### src/rtl/snpu_rnd_pkg.sv
// Shared types and constants for the latch-cell entropy harvester.
//   state_e       harvester sequencer states
//   BYTE_W        width of a delivered random byte
//   *_DEF         default parameter values of snpu_rnd_harvester
package snpu_rnd_pkg;

    localparam int unsigned BYTE_W            = 8;
    localparam int unsigned N_CELLS_DEF       = 16;
    localparam int unsigned EXCITE_CYCLES_DEF = 4;
    localparam int unsigned SETTLE_CYCLES_DEF = 4;
    localparam int unsigned FAIL_LIMIT_DEF    = 16;

    typedef enum logic [2:0] {
        IDLE,
        EXCITE,
        SETTLE,
        SAMPLE,
        PROCESS
    } state_e;

endpackage

### src/rtl/snpu_vn_debias.sv
// Von Neumann debiaser for one bit pair (combinational).
//   pair         {a, b}: a = upper cell, b = lower cell
//   bit_valid_c  1 when a != b (pair yields a bit)
//   bit_value_c  the yielded bit (a)
module snpu_vn_debias (
    input  logic [1:0] pair,
    output logic       bit_valid_c,
    output logic       bit_value_c
);

    assign bit_valid_c = pair[1] ^ pair[0];
    assign bit_value_c = pair[1];

endmodule

### src/rtl/snpu_rnd_harvester.sv
// Sequencer for an array of cross-coupled NAND-latch entropy cells.
// Excites the cells, samples them after release, debiases bit pairs and packs
// the surviving bits into bytes on a valid/ready port. Flags poor entropy.
//   clk, rst_n    clock, asynchronous active-low reset
//   enable_i      run harvesting rounds
//   gen_o         shared G line: 0 = excite, 1 = release/freeze
//   raw_i         latch outputs, asynchronous to clk
//   out_data      harvested byte, out_valid/out_ready handshake
//   health_clr    clears health_fail and the zero-yield round counter
//   health_fail   sticky: FAIL_LIMIT consecutive rounds yielded no bits
module snpu_rnd_harvester
    import snpu_rnd_pkg::*;
#(
    parameter int unsigned N_CELLS       = N_CELLS_DEF,
    parameter int unsigned EXCITE_CYCLES = EXCITE_CYCLES_DEF,
    parameter int unsigned SETTLE_CYCLES = SETTLE_CYCLES_DEF,
    parameter int unsigned FAIL_LIMIT    = FAIL_LIMIT_DEF
) (
    input  logic               clk,
    input  logic               rst_n,
    input  logic               enable_i,
    output logic               gen_o,
    input  logic [N_CELLS-1:0] raw_i,
    output logic [BYTE_W-1:0]  out_data,
    output logic               out_valid,
    input  logic               out_ready,
    input  logic               health_clr,
    output logic               health_fail
);

    localparam int unsigned NPAIRS  = N_CELLS / 2;
    localparam int unsigned PW      = (NPAIRS > 1) ? $clog2(NPAIRS) : 1;
    localparam int unsigned CNT_MAX = (EXCITE_CYCLES > SETTLE_CYCLES) ? EXCITE_CYCLES : SETTLE_CYCLES;
    localparam int unsigned CW      = (CNT_MAX > 1) ? $clog2(CNT_MAX) : 1;
    localparam int unsigned FW      = $clog2(FAIL_LIMIT + 1);
    localparam int unsigned AW      = $clog2(BYTE_W);

    state_e              state;
    state_e              state_nxt;
    logic [N_CELLS-1:0]  sync1;
    logic [N_CELLS-1:0]  sync2;
    logic [N_CELLS-1:0]  raw_q;
    logic [CW-1:0]       cyc_cnt;
    logic [PW-1:0]       pair_idx;
    logic                round_hit;
    logic [BYTE_W-2:0]   acc;
    logic [AW-1:0]       acc_cnt;
    logic [FW-1:0]       fail_cnt;

    logic                bit_valid_c;
    logic                bit_value_c;
    logic                emit_c;
    logic                byte_done_c;
    logic                stall_c;
    logic                advance_c;
    logic                round_end_c;
    logic                store_c;
    logic                load_c;
    logic                zero_round_c;
    logic                health_set_c;

    snpu_vn_debias u_debias (
        .pair        (raw_q[{pair_idx, 1'b0} +: 2]),
        .bit_valid_c (bit_valid_c),
        .bit_value_c (bit_value_c)
    );

    // Next-state and datapath control strobes.
    always_comb begin
        state_nxt    = state;
        emit_c       = (state == PROCESS) && bit_valid_c && !health_fail;
        byte_done_c  = emit_c && (acc_cnt == AW'(BYTE_W - 1));
        // A completing byte waits only if the output slot is full and not draining.
        stall_c      = byte_done_c && out_valid && !out_ready;
        advance_c    = (state == PROCESS) && !stall_c;
        round_end_c  = advance_c && (pair_idx == PW'(NPAIRS - 1));
        store_c      = emit_c && !byte_done_c;
        load_c       = byte_done_c && !stall_c;
        zero_round_c = round_end_c && !round_hit && !bit_valid_c;
        health_set_c = zero_round_c && (fail_cnt >= FW'(FAIL_LIMIT - 1));

        unique case (state)
            IDLE:    if (enable_i) state_nxt = EXCITE;
            EXCITE:  if (cyc_cnt == CW'(EXCITE_CYCLES - 1)) state_nxt = SETTLE;
            SETTLE:  if (cyc_cnt == CW'(SETTLE_CYCLES - 1)) state_nxt = SAMPLE;
            SAMPLE:  state_nxt = PROCESS;
            PROCESS: if (round_end_c) state_nxt = enable_i ? EXCITE : IDLE;
            default: state_nxt = IDLE;
        endcase
    end

    // State register; gen_o tracks the state so it is low exactly during EXCITE.
    always_ff @(posedge clk or negedge rst_n) begin
        if (!rst_n) begin
            state <= IDLE;
            gen_o <= 1'b1;
        end else begin
            state <= state_nxt;
            gen_o <= (state_nxt != EXCITE);
        end
    end

    // Two-flop synchroniser on the asynchronous cell outputs.
    always_ff @(posedge clk or negedge rst_n) begin
        if (!rst_n) begin
            sync1 <= '0;
            sync2 <= '0;
        end else begin
            sync1 <= raw_i;
            sync2 <= sync1;
        end
    end

    // Phase counter, sample capture and pair walk.
    always_ff @(posedge clk or negedge rst_n) begin
        if (!rst_n) begin
            cyc_cnt   <= '0;
            pair_idx  <= '0;
            round_hit <= 1'b0;
            raw_q     <= '0;
        end else begin
            if ((state == EXCITE || state == SETTLE) && state_nxt == state)
                cyc_cnt <= cyc_cnt + CW'(1);
            else
                cyc_cnt <= '0;

            if (state == SAMPLE) begin
                raw_q     <= sync2;
                pair_idx  <= '0;
                round_hit <= 1'b0;
            end else if (advance_c) begin
                pair_idx  <= pair_idx + PW'(1);
                round_hit <= round_hit | bit_valid_c;
            end
        end
    end

    // Bit packer and output slot; a load may coincide with a transfer.
    always_ff @(posedge clk or negedge rst_n) begin
        if (!rst_n) begin
            acc       <= '0;
            acc_cnt   <= '0;
            out_data  <= '0;
            out_valid <= 1'b0;
        end else begin
            if (health_set_c && !health_clr) begin
                acc     <= '0;
                acc_cnt <= '0;
            end else if (load_c) begin
                acc_cnt <= '0;
            end else if (store_c) begin
                acc[acc_cnt] <= bit_value_c;
                acc_cnt      <= acc_cnt + AW'(1);
            end

            if (load_c) begin
                out_data  <= {bit_value_c, acc};
                out_valid <= 1'b1;
            end else if (out_ready) begin
                out_valid <= 1'b0;
            end
        end
    end

    // Consecutive zero-yield round counter and sticky health flag.
    always_ff @(posedge clk or negedge rst_n) begin
        if (!rst_n) begin
            fail_cnt    <= '0;
            health_fail <= 1'b0;
        end else if (health_clr) begin
            fail_cnt    <= '0;
            health_fail <= 1'b0;
        end else begin
            if (zero_round_c) begin
                if (fail_cnt != FW'(FAIL_LIMIT)) fail_cnt <= fail_cnt + FW'(1);
            end else if (round_end_c) begin
                fail_cnt <= '0;
            end
            if (health_set_c) health_fail <= 1'b1;
        end
    end

endmodule
### config.mk
export PLATFORM = sky130hd
export DESIGN_NAME = snpu_rnd_harvester
export DESIGN_NICKNAME = d
export VERILOG_FILES = /design/src/rtl/snpu_rnd_pkg.sv /design/src/rtl/snpu_vn_debias.sv /design/src/rtl/snpu_rnd_harvester.sv
export SDC_FILE = /design/constraint.sdc
export NUM_CORES = 1
export LEC_CHECK = 0
export CAP_MARGIN = 20
export CELL_PAD_IN_SITES_DETAIL_PLACEMENT = 0
export CELL_PAD_IN_SITES_GLOBAL_PLACEMENT = 1
export CORE_MARGIN = 8
export CORE_UTILIZATION = 50
export CTS_CLUSTER_SIZE = 30
export DETAILED_ROUTE_END_ITERATION = 16
export GPL_TIMING_DRIVEN = 0
export PLACE_DENSITY_LB_ADDON = 0.1
export SETUP_SLACK_MARGIN = 0.4
export SYNTH_ARGS = -nofsm -noshare
export SYNTH_HDL_FRONTEND = slang
export SYNTH_SLANG_ARGS = --single-unit
### constraint.sdc
create_clock -name clk -period 5.6 [get_ports clk]
set_input_delay 1.68 -clock clk [delete_from_list [all_inputs] [get_ports clk]]
set_output_delay 1.68 -clock clk [all_outputs]
set_load 0.005 [all_outputs]
==> flow_summary_export.csv <==
group,metric,value,unit
synthesis,avgSynthCellArea,13.3,sq um
clock_tree,clk_latency,0.35,ns
power_and_ir_drop,powerDensity,496,mW/mm^2
global_route,grt_antenna_before_repair,0,
die,die_y,98,um
layout,layout.area.seq,0.00208,sq mm
layout,fin_area,0.00402,sq mm
critical_path,crit_fanout,1,
die,dieArea,0.00960,sq mm
route,finalWirelength,5720,um
timing,slew_headroom,54.9,%
route,drt_iter0_drc,71,
layout,syn_to_final_growth,19.6,%
layout,multi_input_area,0.00121,sq mm
critical_path,r2r_slack,2.95,ns
timing,whs,0.351,ns
timing,worstMarginPinSlew,0.668,ns
synthesis,synth-edff-count,0,
place,io_buffers,31,
timing,fin_skew,0.00989,ns
synthesis,yosys.area.top_type_share,61.0,%
route,wire_per_inst,15.1,um
place,placed_area,0.00380,sq mm
place,place.gp.congestion,0.771,
global_route,grt_max_degree,48,
timing,fin_crit_sh,54.2,%
global_route,grt-ovfl-total,0,
critical_path,reg2reg_from,"pair_idx[0]$_DFFE_PN0P_",
synthesis,ys_ff_latch,83,
synthesis,yosysMostFrequentCell,"dfrtp_1",
place,post-place-cells,364,
worst_hold_path,hold_depth,0,
timing,setup_violations,0,
global_route,grt_pass1_vias,2123,
critical_path,path_class,"reg2out",
clock_tree,path_clk_slew,0.09,ns
route,drc_errors,0,
timing,rsz0062_at_grt,"false",
clock_tree,cts_setup_buffers,0,
die,die_w,98,um
critical_path,crit_slowest_cell,"dfstp_2",
clock_tree,ctsHoldBuffers,0,
global_route,grt_first_pass_wirelength,10200,um
route,firstDrtPassIters,4,
die,pin_count,32,
critical_path,path_delay_family,"flip-flops",
layout,drive_above_1_share,16.7,%
synthesis,synth_area,0.00336,sq mm
power_and_ir_drop,leakagePower,0.00171,uW
synthesis,synth_nets,281,
clock_tree,post_cts_resized,0,
synthesis,yosysSeqAreaShare,61.8,%
clock_tree,htree_levels,3,
power_and_ir_drop,peakVddDrop,0.242,mV
route,viasPerCell,5.53,
critical_path,worstPathRequired,3.92,ns
layout,nNetsFinal,324,
critical_path,critPathBufInv,1,
worst_hold_path,min_from,"sync1[15]$_DFF_PN0_",
critical_path,crit_chain,"clkdlybuf4s50_1",
timing,slew_viol_final,0,
timing,max_freq,329,MHz
timing,min_period,3.04,ns
synthesis,netlist_instances,252,
synthesis,ys_async_sr_fraction,100,%
critical_path,crit_path_start_kind,"register",
synthesis,yosysUniqueCellTypes,47,
layout,final_cells,380,
run,maxCapViolCount,0,
synthesis,yosysWarnings,0,
clock_tree,cts_tree,"yes",
critical_path,r2r_end,"out_data[3]$_DFFE_PN0P_",
layout,fillCellCount,544,
layout,diodes,0,
clock_tree,clockBufferDepth,2,
timing,fin_tns_setup,0,ns
synthesis,yosysTopAreaCell,"dfrtp_1",
critical_path,timing.critical_path.arrival,1.36,ns
die,start_util,50.6,%
clock_tree,cts-root-buf,"clkbuf_8",
outcome,outcome,"finished, final reports clean",
die,std_cell_rows,30,
critical_path,critPathMaxStageDelay,0.52,ns
global_route,track_usage,13.2,%
die,core,0.00664,sq mm
place,hpwlAfterDp,3940,um
route,num_vias,2102,
timing,hold_viol_final,0,
synthesis,synth-main-ff-cell,"dfrtp_1",
clock_tree,cts_sinks,83,
worst_hold_path,whs_endpoint,"sync2[15]$_DFF_PN0_",
critical_path,worstSetupEndpointType,"output port",
synthesis,synth_area_leaders,"dfrtp_1, mux2_2, ha_1",
clock_tree,numCtsBuffers,9,
route,postRouteAntennaNets,0,
synthesis,netlist_top_cells_count,"dfrtp_1, mux2_2, o21ai_0, a21oi_1, nor2_1",
critical_path,reg2regPathDepth,6,
worst_hold_path,min-delay-path-class,"reg2reg",
==> where the power goes <==
group          internal (uW)  leakage, uW  switching, uW  total [uW]
clock network            256     0.000116            221         477
registers                735     0.000997           87.3         822
logic                    343     0.000593            350         693
total                   1330      0.00171            659        1990
==> metal layers <==
metal  global-route usage, %  share of wire [%]  routed length [um]  vias up
li1                        -                  -                   -     1001
met1                    16.7                 45                2600     1055
met2                    20.1                 48                2760       40
met3                    4.91                4.9                 282        6
met4                    4.68                1.3                  74        0
met5                       0                  0                   0        -
==> through the flow <==
step	worst slack, ns	power, uW	utilization (%)
2_1_floorplan	2.95	1320	-
3_3_place_gp	-0.0931	1530	56.8
3_5_place_dp	2.39	1540	57.2
4_1_cts	2.54	2030	60.5
5_1_grt	2.52	2140	60.5
6_report	2.56	1990	60.5
==> cell usage in the layout, fill, tap and decap left out, types with 3 or more instances in the layout <==
| cell | netlist | final |
|---|---|---|
| a21oi_1 | 14 | 14 |
| clkbuf_1 | 7 | 7 |
| clkbuf_8 | 0 | 9 |
| clkdlybuf4s50_1 | 0 | 30 |
| dfrtp_1 | 82 | 82 |
| ha_1 | 8 | 8 |
| inv_1 | 9 | 9 |
| mux2_1 | 8 | 8 |
| mux2_2 | 17 | 17 |
| mux2i_1 | 4 | 4 |
| mux4_2 | 4 | 4 |
| nand2_1 | 8 | 8 |
| nand3_1 | 7 | 7 |
| nand3b_1 | 3 | 3 |
| nand4_1 | 6 | 6 |
| nor2_1 | 11 | 11 |
| nor2b_1 | 5 | 5 |
| nor4b_1 | 4 | 4 |
| o21ai_0 | 17 | 17 |
==> flip-flops by register name (all words and copies together) (netlist names) <==
signal,flops
acc,7
acc_cnt,3
cyc_cnt,2
fail_cnt,5
gen_o,1
health_fail,1
out_data,8
out_valid,1
pair_idx,3
raw_q,16
round_hit,1
state,3
sync1,16
sync2,16
==> logic make-up after synthesis <==
group,count (synthesis),share of synthesized area [%]
fa+ha+maj,8,2.98
simple gates,57,9.90
compound gates,47,8.41
flops,83,61.8
buf+inv,19,2.31
mux,35,13.4
xor+xnor,3,1.23
==> worst max path at each step <==
stage	startpoint	end	slack, ns	depth (start not counted)
after CTS	gen_o$_DFF_PN1_	gen_o	2.54	1
after global routing	gen_o$_DFF_PN1_	gen_o	2.52	1
after floorplan	out_ready	out_data[0]$_DFFE_PN0P_	2.95	4
after global placement	rst_n	sync1[11]$_DFF_PN0_	-0.09	1
after detailed placement	out_ready	out_data[3]$_DFFE_PN0P_	2.39	5
final	gen_o$_DFF_PN1_	gen_o	2.56	1
==> final cells by class <==
cell class / count / area share, %
flip-flops and latches: 83 / 51.7
multi-input cells: 150 / 30.0
repair buffers: 32 / 8.34
clock buffers: 9 / 3.08
well taps: 80 / 2.49
clock inverters: 7 / 2.46
plain buffers: 10 / 1.09
inverters: 9 / 0.840
(Power assumes the default switching activity.)
